--- src/rtl/mux_scan_if.sv ---
// Bus bundle for mux_scan: channel data, select/mode/hold controls and registered outputs.
// chan_mask exists only when MUX_SCAN_MASK_EN is defined.
interface mux_scan_if #(
  parameter int WIDTH    = 4,
  parameter int CHANNELS = 4
);
  localparam int SELW = $clog2(CHANNELS);

  logic [CHANNELS*WIDTH-1:0] data_in;
  logic [SELW-1:0]           sel;
  logic                      mode;
  logic                      hold;
`ifdef MUX_SCAN_MASK_EN
  logic [CHANNELS-1:0]       chan_mask;
`endif
  logic [WIDTH-1:0]          data_out;
  logic [SELW-1:0]           chan;
  logic                      step;
  logic                      sel_err;

  modport master (
`ifdef MUX_SCAN_MASK_EN
    output chan_mask,
`endif
    output data_in, sel, mode, hold,
    input  data_out, chan, step, sel_err
  );

  modport slave (
`ifdef MUX_SCAN_MASK_EN
    input  chan_mask,
`endif
    input  data_in, sel, mode, hold,
    output data_out, chan, step, sel_err
  );
endinterface

--- src/rtl/mux_scan.sv ---
// Registered N-channel multiplexer with manual select and round-robin dwell scan.
// Optional MUX_SCAN_MASK_EN adds a per-channel enable mask honoured by both modes.
module mux_scan #(
  parameter int WIDTH    = 4,
  parameter int CHANNELS = 4,
  parameter int DWELL    = 25_000_000
) (
  input  logic       clock,
  input  logic       resetn,
  mux_scan_if.slave  bus
);
  localparam int SELW = $clog2(CHANNELS);
  localparam int CNTW = (DWELL > 1) ? $clog2(DWELL) : 1;
  localparam logic [CNTW-1:0] CNT_LAST = CNTW'(DWELL - 1);

  logic [SELW-1:0]     chan_q, chan_d;
  logic [CNTW-1:0]     cnt_q, cnt_d;
  logic [WIDTH-1:0]    data_out_q, data_out_d;
  logic                step_q, step_d;
  logic                sel_err_q, sel_err_d;
  logic [CHANNELS-1:0] en;

`ifdef MUX_SCAN_MASK_EN
  assign en = bus.chan_mask;
`else
  assign en = '1;
`endif

  function automatic logic [WIDTH-1:0] pick(input logic [CHANNELS*WIDTH-1:0] d,
                                            input logic [SELW-1:0] k);
    logic [WIDTH-1:0] r;
    r = '0;
    for (int i = 0; i < CHANNELS; i++)
      if (k == SELW'(i)) r = d[i*WIDTH +: WIDTH];
    return r;
  endfunction

  // Out-of-range and masked selects are both rejected.
  function automatic logic sel_valid(input logic [SELW-1:0] s,
                                     input logic [CHANNELS-1:0] m);
    logic v;
    v = 1'b0;
    for (int i = 0; i < CHANNELS; i++)
      if (s == SELW'(i) && m[i]) v = 1'b1;
    return v;
  endfunction

  // Descending scan so the nearest enabled successor wins; no candidate means stay.
  function automatic logic [SELW-1:0] next_chan(input logic [SELW-1:0] c,
                                                input logic [CHANNELS-1:0] m);
    logic [SELW-1:0] r;
    r = c;
    for (int i = CHANNELS - 1; i >= 1; i--) begin
      automatic int j = (int'(c) + i) % CHANNELS;
      if (m[j]) r = SELW'(j);
    end
    return r;
  endfunction

  always_comb begin
    chan_d     = chan_q;
    cnt_d      = cnt_q;
    data_out_d = data_out_q;
    sel_err_d  = sel_err_q;
    step_d     = 1'b0;
    if (!bus.hold) begin
      if (!bus.mode) begin
        cnt_d = '0;
        if (sel_valid(bus.sel, en)) begin
          chan_d    = bus.sel;
          sel_err_d = 1'b0;
        end else begin
          sel_err_d = 1'b1;
        end
      end else begin
        sel_err_d = 1'b0;
        if (cnt_q == CNT_LAST) begin
          cnt_d  = '0;
          chan_d = next_chan(chan_q, en);
        end else begin
          cnt_d = cnt_q + CNTW'(1);
        end
      end
      data_out_d = pick(bus.data_in, chan_d);
      step_d     = (chan_d != chan_q);
    end
  end

  always_ff @(posedge clock or negedge resetn) begin
    if (!resetn) begin
      chan_q     <= '0;
      cnt_q      <= '0;
      data_out_q <= '0;
      step_q     <= 1'b0;
      sel_err_q  <= 1'b0;
    end else begin
      chan_q     <= chan_d;
      cnt_q      <= cnt_d;
      data_out_q <= data_out_d;
      step_q     <= step_d;
      sel_err_q  <= sel_err_d;
    end
  end

  assign bus.data_out = data_out_q;
  assign bus.chan     = chan_q;
  assign bus.step     = step_q;
  assign bus.sel_err  = sel_err_q;
endmodule

--- src/flat_wrapper.sv ---
// flat-port wrapper written by rule: the top's interface ports become plain ports
module mux_scan_flat 
#(
  parameter int WIDTH    = 4,
  parameter int CHANNELS = 4,
  parameter int DWELL    = 25_000_000
)
  (clock, resetn, bus_data_in, bus_sel, bus_mode, bus_hold, bus_data_out, bus_chan, bus_step, bus_sel_err);
  mux_scan_if #(.WIDTH(WIDTH), .CHANNELS(CHANNELS)) bus_i ();
  input  logic clock;
  input  logic resetn;
  input wire logic [$bits(bus_i.data_in)-1:0] bus_data_in;
  input wire logic [$bits(bus_i.sel)-1:0] bus_sel;
  input wire logic [$bits(bus_i.mode)-1:0] bus_mode;
  input wire logic [$bits(bus_i.hold)-1:0] bus_hold;
  output wire logic [$bits(bus_i.data_out)-1:0] bus_data_out;
  output wire logic [$bits(bus_i.chan)-1:0] bus_chan;
  output wire logic [$bits(bus_i.step)-1:0] bus_step;
  output wire logic [$bits(bus_i.sel_err)-1:0] bus_sel_err;
  assign bus_i.data_in = bus_data_in;
  assign bus_i.sel = bus_sel;
  assign bus_i.mode = bus_mode;
  assign bus_i.hold = bus_hold;
  assign bus_data_out = bus_i.data_out;
  assign bus_chan = bus_i.chan;
  assign bus_step = bus_i.step;
  assign bus_sel_err = bus_i.sel_err;
  mux_scan #(.WIDTH(WIDTH), .CHANNELS(CHANNELS), .DWELL(DWELL)) u_core (.clock(clock), .resetn(resetn), .bus(bus_i));
endmodule
--- config.mk ---
export PLATFORM = sky130hd
export DESIGN_NAME = mux_scan_flat
export DESIGN_NICKNAME = d
export VERILOG_FILES = /design/src/rtl/mux_scan_if.sv /design/src/rtl/mux_scan.sv /design/src/flat_wrapper.sv
export SDC_FILE = /design/constraint.sdc
export NUM_CORES = 1
export LEC_CHECK = 0
export ABC_AREA = 1
export CORE_ASPECT_RATIO = 1.1
export CORE_MARGIN = 10
export CORE_UTILIZATION = 50
export CTS_BUF_LIST = sky130_fd_sc_hd__clkbuf_4 sky130_fd_sc_hd__clkbuf_8
export CTS_CLUSTER_SIZE = 40
export DETAILED_ROUTE_END_ITERATION = 10
export MAX_ROUTING_LAYER = met4
export PLACE_DENSITY = 0.72
export SLEW_MARGIN = 0
export SYNTH_ARGS = -nofsm -noshare
export SYNTH_HDL_FRONTEND = slang
export SYNTH_SLANG_ARGS = --single-unit
--- constraint.sdc ---
create_clock -name clock -period 3.7 [get_ports clock]
set_input_delay 0.555 -clock clock [delete_from_list [all_inputs] [get_ports clock]]
set_output_delay 0.555 -clock clock [all_outputs]
set_load 0.05 [all_outputs]
==> After elaboration in Yosys (flattened, before gate mapping) <==
Index checks and enable logic that the tools add are counted.
{ "totals": {"wordCells": 59, "register_bits": 33, "output_inout_bits": 8} }
{ "classes": {"n_eq_ne": 8, "n_mux": 31, "bitwise_logic": 3, "reduce_logical": 5, "n_addsub": 4, "n_lt_le_gt_ge": 3} }
{ "ops": {"columns": ["operator", "n"], "rows": [
  ["two-way mux 25 bit", 2],
  ["adder 25 x 1 -> 25 bit (second input constant)", 1],
  ["equality test 25 bit (second input constant)", 1],
  ["two-way mux 4 bit", 4],
  ["two-way mux 1 bit", 15],
  ["two-way mux 2 bit", 7],
  ["< comparator 3 x 4 -> 1 bit (second input constant)", 3],
  ["equality test 2 bit (second input constant)", 4],
  ["binary-select mux 1 bit (select 2 bit)", 3],
  ["OR reduction 2 bit", 3],
  ["adder 2 bit (second input constant)", 2],
  ["equality test 2 x 1 -> 1 bit (second input constant)", 2],
  ["zero test 2 bit", 2],
  ["bitwise AND 1 bit (first input constant)", 3],
  ["adder 2 x 1 -> 2 bit (second input constant)", 1],
  ["!= test 2 bit", 1]
]} }

==> Longest topological paths before layout <==
{ "logic_depth": {"depth_word": 17, "mapped_depth": 15, "mapped_depth_nobuf": 15} }

==> Least setup slack after synthesis <==
No wires, ideal clock.
{ "synth_timing": {"kind": "reg2reg", "start": "reg u_core.cnt_q[0]", "end": "reg u_core.step_q, in the netlist u_core.bus.step", "setup_time_ns": 0.131, "arrival_ns": 1.565, "required_time_ns": 3.569, "setup_slack_ns": 2.004, "period_less_slack_ns": 1.696, "path_stages_with_launch": 13, "path_cell_list": "dfrtp_1 -> ha_1 -> nand2_1 -> nor2_4 -> nand2_4 -> nor2_4 -> nand3_1 -> nand3_2 -> nand2_4 -> buf_8 -> xor2_2 -> nor2_1 -> nor2_1"} }
{ "synth_between": {"elab_chain_cells": 6} }
{ "synth_lines": {"columns": ["element", "line_no", "rtl"], "rows": [
  ["start: declaration", "mux_scan.sv:17", "logic [CNTW-1:0] cnt_q, cnt_d;"],
  ["start signal: assignment", "mux_scan.sv:98", "cnt_q <= cnt_d;"],
  ["equality test 25 bit", "mux_scan.sv:77", "if (cnt_q == CNT_LAST) begin"],
  ["two-way mux 2 bit", "mux_scan.sv:77", null],
  ["two-way mux 2 bit", "mux_scan.sv:67", "if (!bus.mode) begin"],
  ["two-way mux 2 bit", "mux_scan.sv:66", "if (!bus.hold) begin"],
  ["!= test 2 bit", "mux_scan.sv:85", "step_d = (chan_d != chan_q);"],
  ["two-way mux 1 bit", "mux_scan.sv:66", null],
  ["via u_core.step_d", "mux_scan.sv:19", "logic step_q, step_d;"],
  ["end signal: assignment", "mux_scan.sv:100", "step_q <= step_d;"],
  ["end: declaration", "mux_scan.sv:19", null]
]} }
The timed path passes the listed nets, and every way through them passes these cells. The select of a mux whose other input is x is not followed.
A chain may end at the register's enable or synchronous reset.

==> results.yml <==
sta:
  period_needed_ns: 2.300
  slew_headroom_pct: 54.39
  rsz0062_at_grt: "no"
  worstMarginPinSlew_ns: 0.6820
  maxSlewViolCount: 0
  max_freq_mhz: 434.8
  skew_ns: 0.008924
  setup_violations: 0
  timing.final.crit_share_pct: 62.17
  hold_viol: 0
  layout_setup_ws_ns: 1.400
  tns_ns: 0
setup_path:
  required_ns: 3.87
  arrival_ns: 2.47
  cp-start-kind: "input port"
  r2r-end: "u_core.cnt_q[15]$_DFFE_PN0N_"
  r2r_cells: 9
  regToRegSetupSlack_ns: 1.54
  timing.rr.start: "u_core.cnt_q[0]$_DFFE_PN0N_"
  endpoint_kind: "flop"
  criticalPathCategory: "input port to flop"
  crit_fanout: 20
floorplanning:
  floorplan.initialDensity_pct: 51.79
  core_um2: 3994
  rows: 24
  num_io_pins: 30
  dieHeight_um: 87.46
  die-area_um2: 7112
  die_x_um: 81.32
yosys:
  synth-main-ff-cell: "dfrtp_1"
  syn_avg_cell_area_um2: 7.334
  syn-num-nets: 305
  synth_area_leaders: "dfrtp_1 40%, nand2_1 11%, nor2_1 8.2%"
  ys_warn_count: 0
  syn_inst: 282
  synth_edf_count: 0
  yosysTopAreaCell: "dfrtp_1"
  yosysTopAreaCellShare_pct: 39.93
  seq_area_frac_synth_pct: 39.93
  yosys.cell_types.count: 31
  netlist_area_um2: 2068
  async_flop_share_pct: 100.0
  ys_ff_latch: 33
clock_network:
  cts-root-buf: "clkbuf_8"
  clockBufferDepth: 2
  cts.sinks: 33
  cts_made_buffers: 5
  cts_hold_buf: 0
  cts_setup_buffers: 0
  clk_latency_ns: 0.29
  path_clk_slew_ns: 0.06
  cts_max_level: 2
  tritoncts: "done"
  cts_resized: 0
pwr:
  power_leakage_nw: 1.141
  p_per_area_nw_per_um2: 327.5
  ir_drop_mv: 0.2159
routing:
  antenna_left: 0
  drt-initial-drc-count: 85
  drt-total-wl_um: 4537
  vias_per_cell: 4.967
  dr.pass1.iters: 4
  vias: 1803
  wl_per_cell_um: 12.50
  drt_drc_violations_left: 0
global_routing:
  grt_use_total_pct: 14.01
  antenna_found_initial: 0
  grt_pass1_wl_um: 7755
  gr-total-overflow: 0
  first_global_vias: 1728
  grt_max_degree: 34
worst_hold_path:
  whs_endpoint: "u_core.bus.sel_err$_DFFE_PN0N_"
  hold_depth: 2
  hp-class: "flop to flop"
  worstHoldStart: "u_core.bus.sel_err$_DFFE_PN0N_"
run:
  drv_cap: 0
finish:
  antennaDiodeCount: 0
  area_growth_syn_to_layout_pct: 18.94
  finalNetCount: 335
  drive_above_1_share_pct: 8.360
placement:
  dpl.hpwl_um: 3416
  pre_cts_slack_ns: 1.138
  portBuffers: 29
  gp_congestion: 0.8976
run_status:
  status: "completed"
worst max path at each step:
stage                                 from                                 end  slack, ns  depth (start not counted)
2_1_floorplan  u_core.cnt_q[0]$_DFFE_PN0N_           u_core.bus.step$_DFF_PN0_       2.00                         12
3_3_place_gp                      bus_hold         u_core.cnt_q[6]$_DFFE_PN0N_       1.19                          6
3_5_place_dp                      bus_hold         u_core.cnt_q[6]$_DFFE_PN0N_       1.14                          6
4_1_cts                           bus_hold         u_core.cnt_q[6]$_DFFE_PN0N_       1.44                          6
5_1_grt        u_core.cnt_q[0]$_DFFE_PN0N_  u_core.bus.data_out[3]$_DFFE_PN0N_       1.27                         14
6_report                          bus_hold         u_core.cnt_q[6]$_DFFE_PN0N_       1.40                          6
metrics by stage:
stage	utilization [%]	hold slack, ns	total power, mW	instance area (um2)	std cells
after floorplan	-	0.2594	0.5037	2068	282
after global placement	59.74	0.4677	0.5672	2386	357
after detailed placement	59.74	0.4689	0.5671	2386	357
after CTS	61.59	0.4899	0.8136	2460	363
after global routing	61.59	0.5147	0.8442	2460	363
final	61.59	0.4818	0.8055	2460	363
synthesized netlist by cell type (all sizes together), types with 2 or more instances:
master / number
xor2: 16
buf: 6
xnor2: 2
inv: 38
clkbuf: 2
nand4: 6
nand3: 30
a21oi: 6
nor4: 2
o21ai: 7
dfrtp: 33
nor2: 50
nor3: 10
nand2: 68
a21boi: 2
cells by family after synthesis:
| family | count (synthesis) | synth area share, % |
|---|---|---|
| muxes | 1 | 0.4840 |
| buffers and inverters | 46 | 9.437 |
| and+or+nand+nor | 167 | 36.96 |
| DFF | 33 | 39.93 |
| adders and majority gates | 1 | 0.6049 |
| xor gates and xnor gates | 18 | 8.349 |
| AOI/OAI and AO/OA | 16 | 4.235 |
state kept, by name, summed over array words and instances, names as in the netlist:
name and flops:
u_core.bus.chan 2, u_core.bus.data_out 4, u_core.bus.sel_err 1, u_core.bus.step 1, u_core.cnt_q 25
final cells by class:
type / count / area (um2)
Sequential cell: 33 / 825.8
Clock inverter: 1 / 5.005
Clock buffer: 5 / 68.82
Tap cell: 52 / 65.06
Multi-Input combinational cell: 203 / 1047
Fill cell: 375 / 1534
Timing Repair Buffer: 31 / 305.3
Inverter: 38 / 142.6
where the power goes:
part / leakage (nW) / internal (mW) / total, mW / switching, mW
clock network: 0.0399 / 0.124 / 0.247 / 0.123
logic: 0.654 / 0.0645 / 0.168 / 0.104
registers: 0.447 / 0.377 / 0.391 / 0.0137
total: 1.14 / 0.565 / 0.805 / 0.241
metal layers:
metal | track usage [%] | routed length, um | vias to the layer above
li1 | - | - | 945
met1 | 16.96 | 2125 | 827
met2 | 21.35 | 2158 | 25
met3 | 4.442 | 190 | 6
met4 | 4.882 | 62 | 0
met5 | - | 0 | -
layout by cell type (no fill, tap or decap), types with 4 or more instances in the layout:
cell             synthesis  routed
clkdlybuf4s50_1          0      29
nand2_2                  4       4
a21oi_1                  6       6
o21ai_1                  4       4
nand3_1                 29      29
nand2_1                 61      61
dfrtp_1                 33      33
nor3_1                   9       9
clkbuf_8                 0       5
inv_1                   36      36
nor2_1                  45      45
nand4_1                  6       6
xor2_1                  14      14
critical path: stages:
cell             delay, ns
clkdlybuf4s50_1       0.77
inv_1                 0.63
nand2_1               0.17
nor2_1                0.15
xnor2_1               0.13
nor2_1                0.06
No activity file was read; power rests on OpenSTA's default activity.
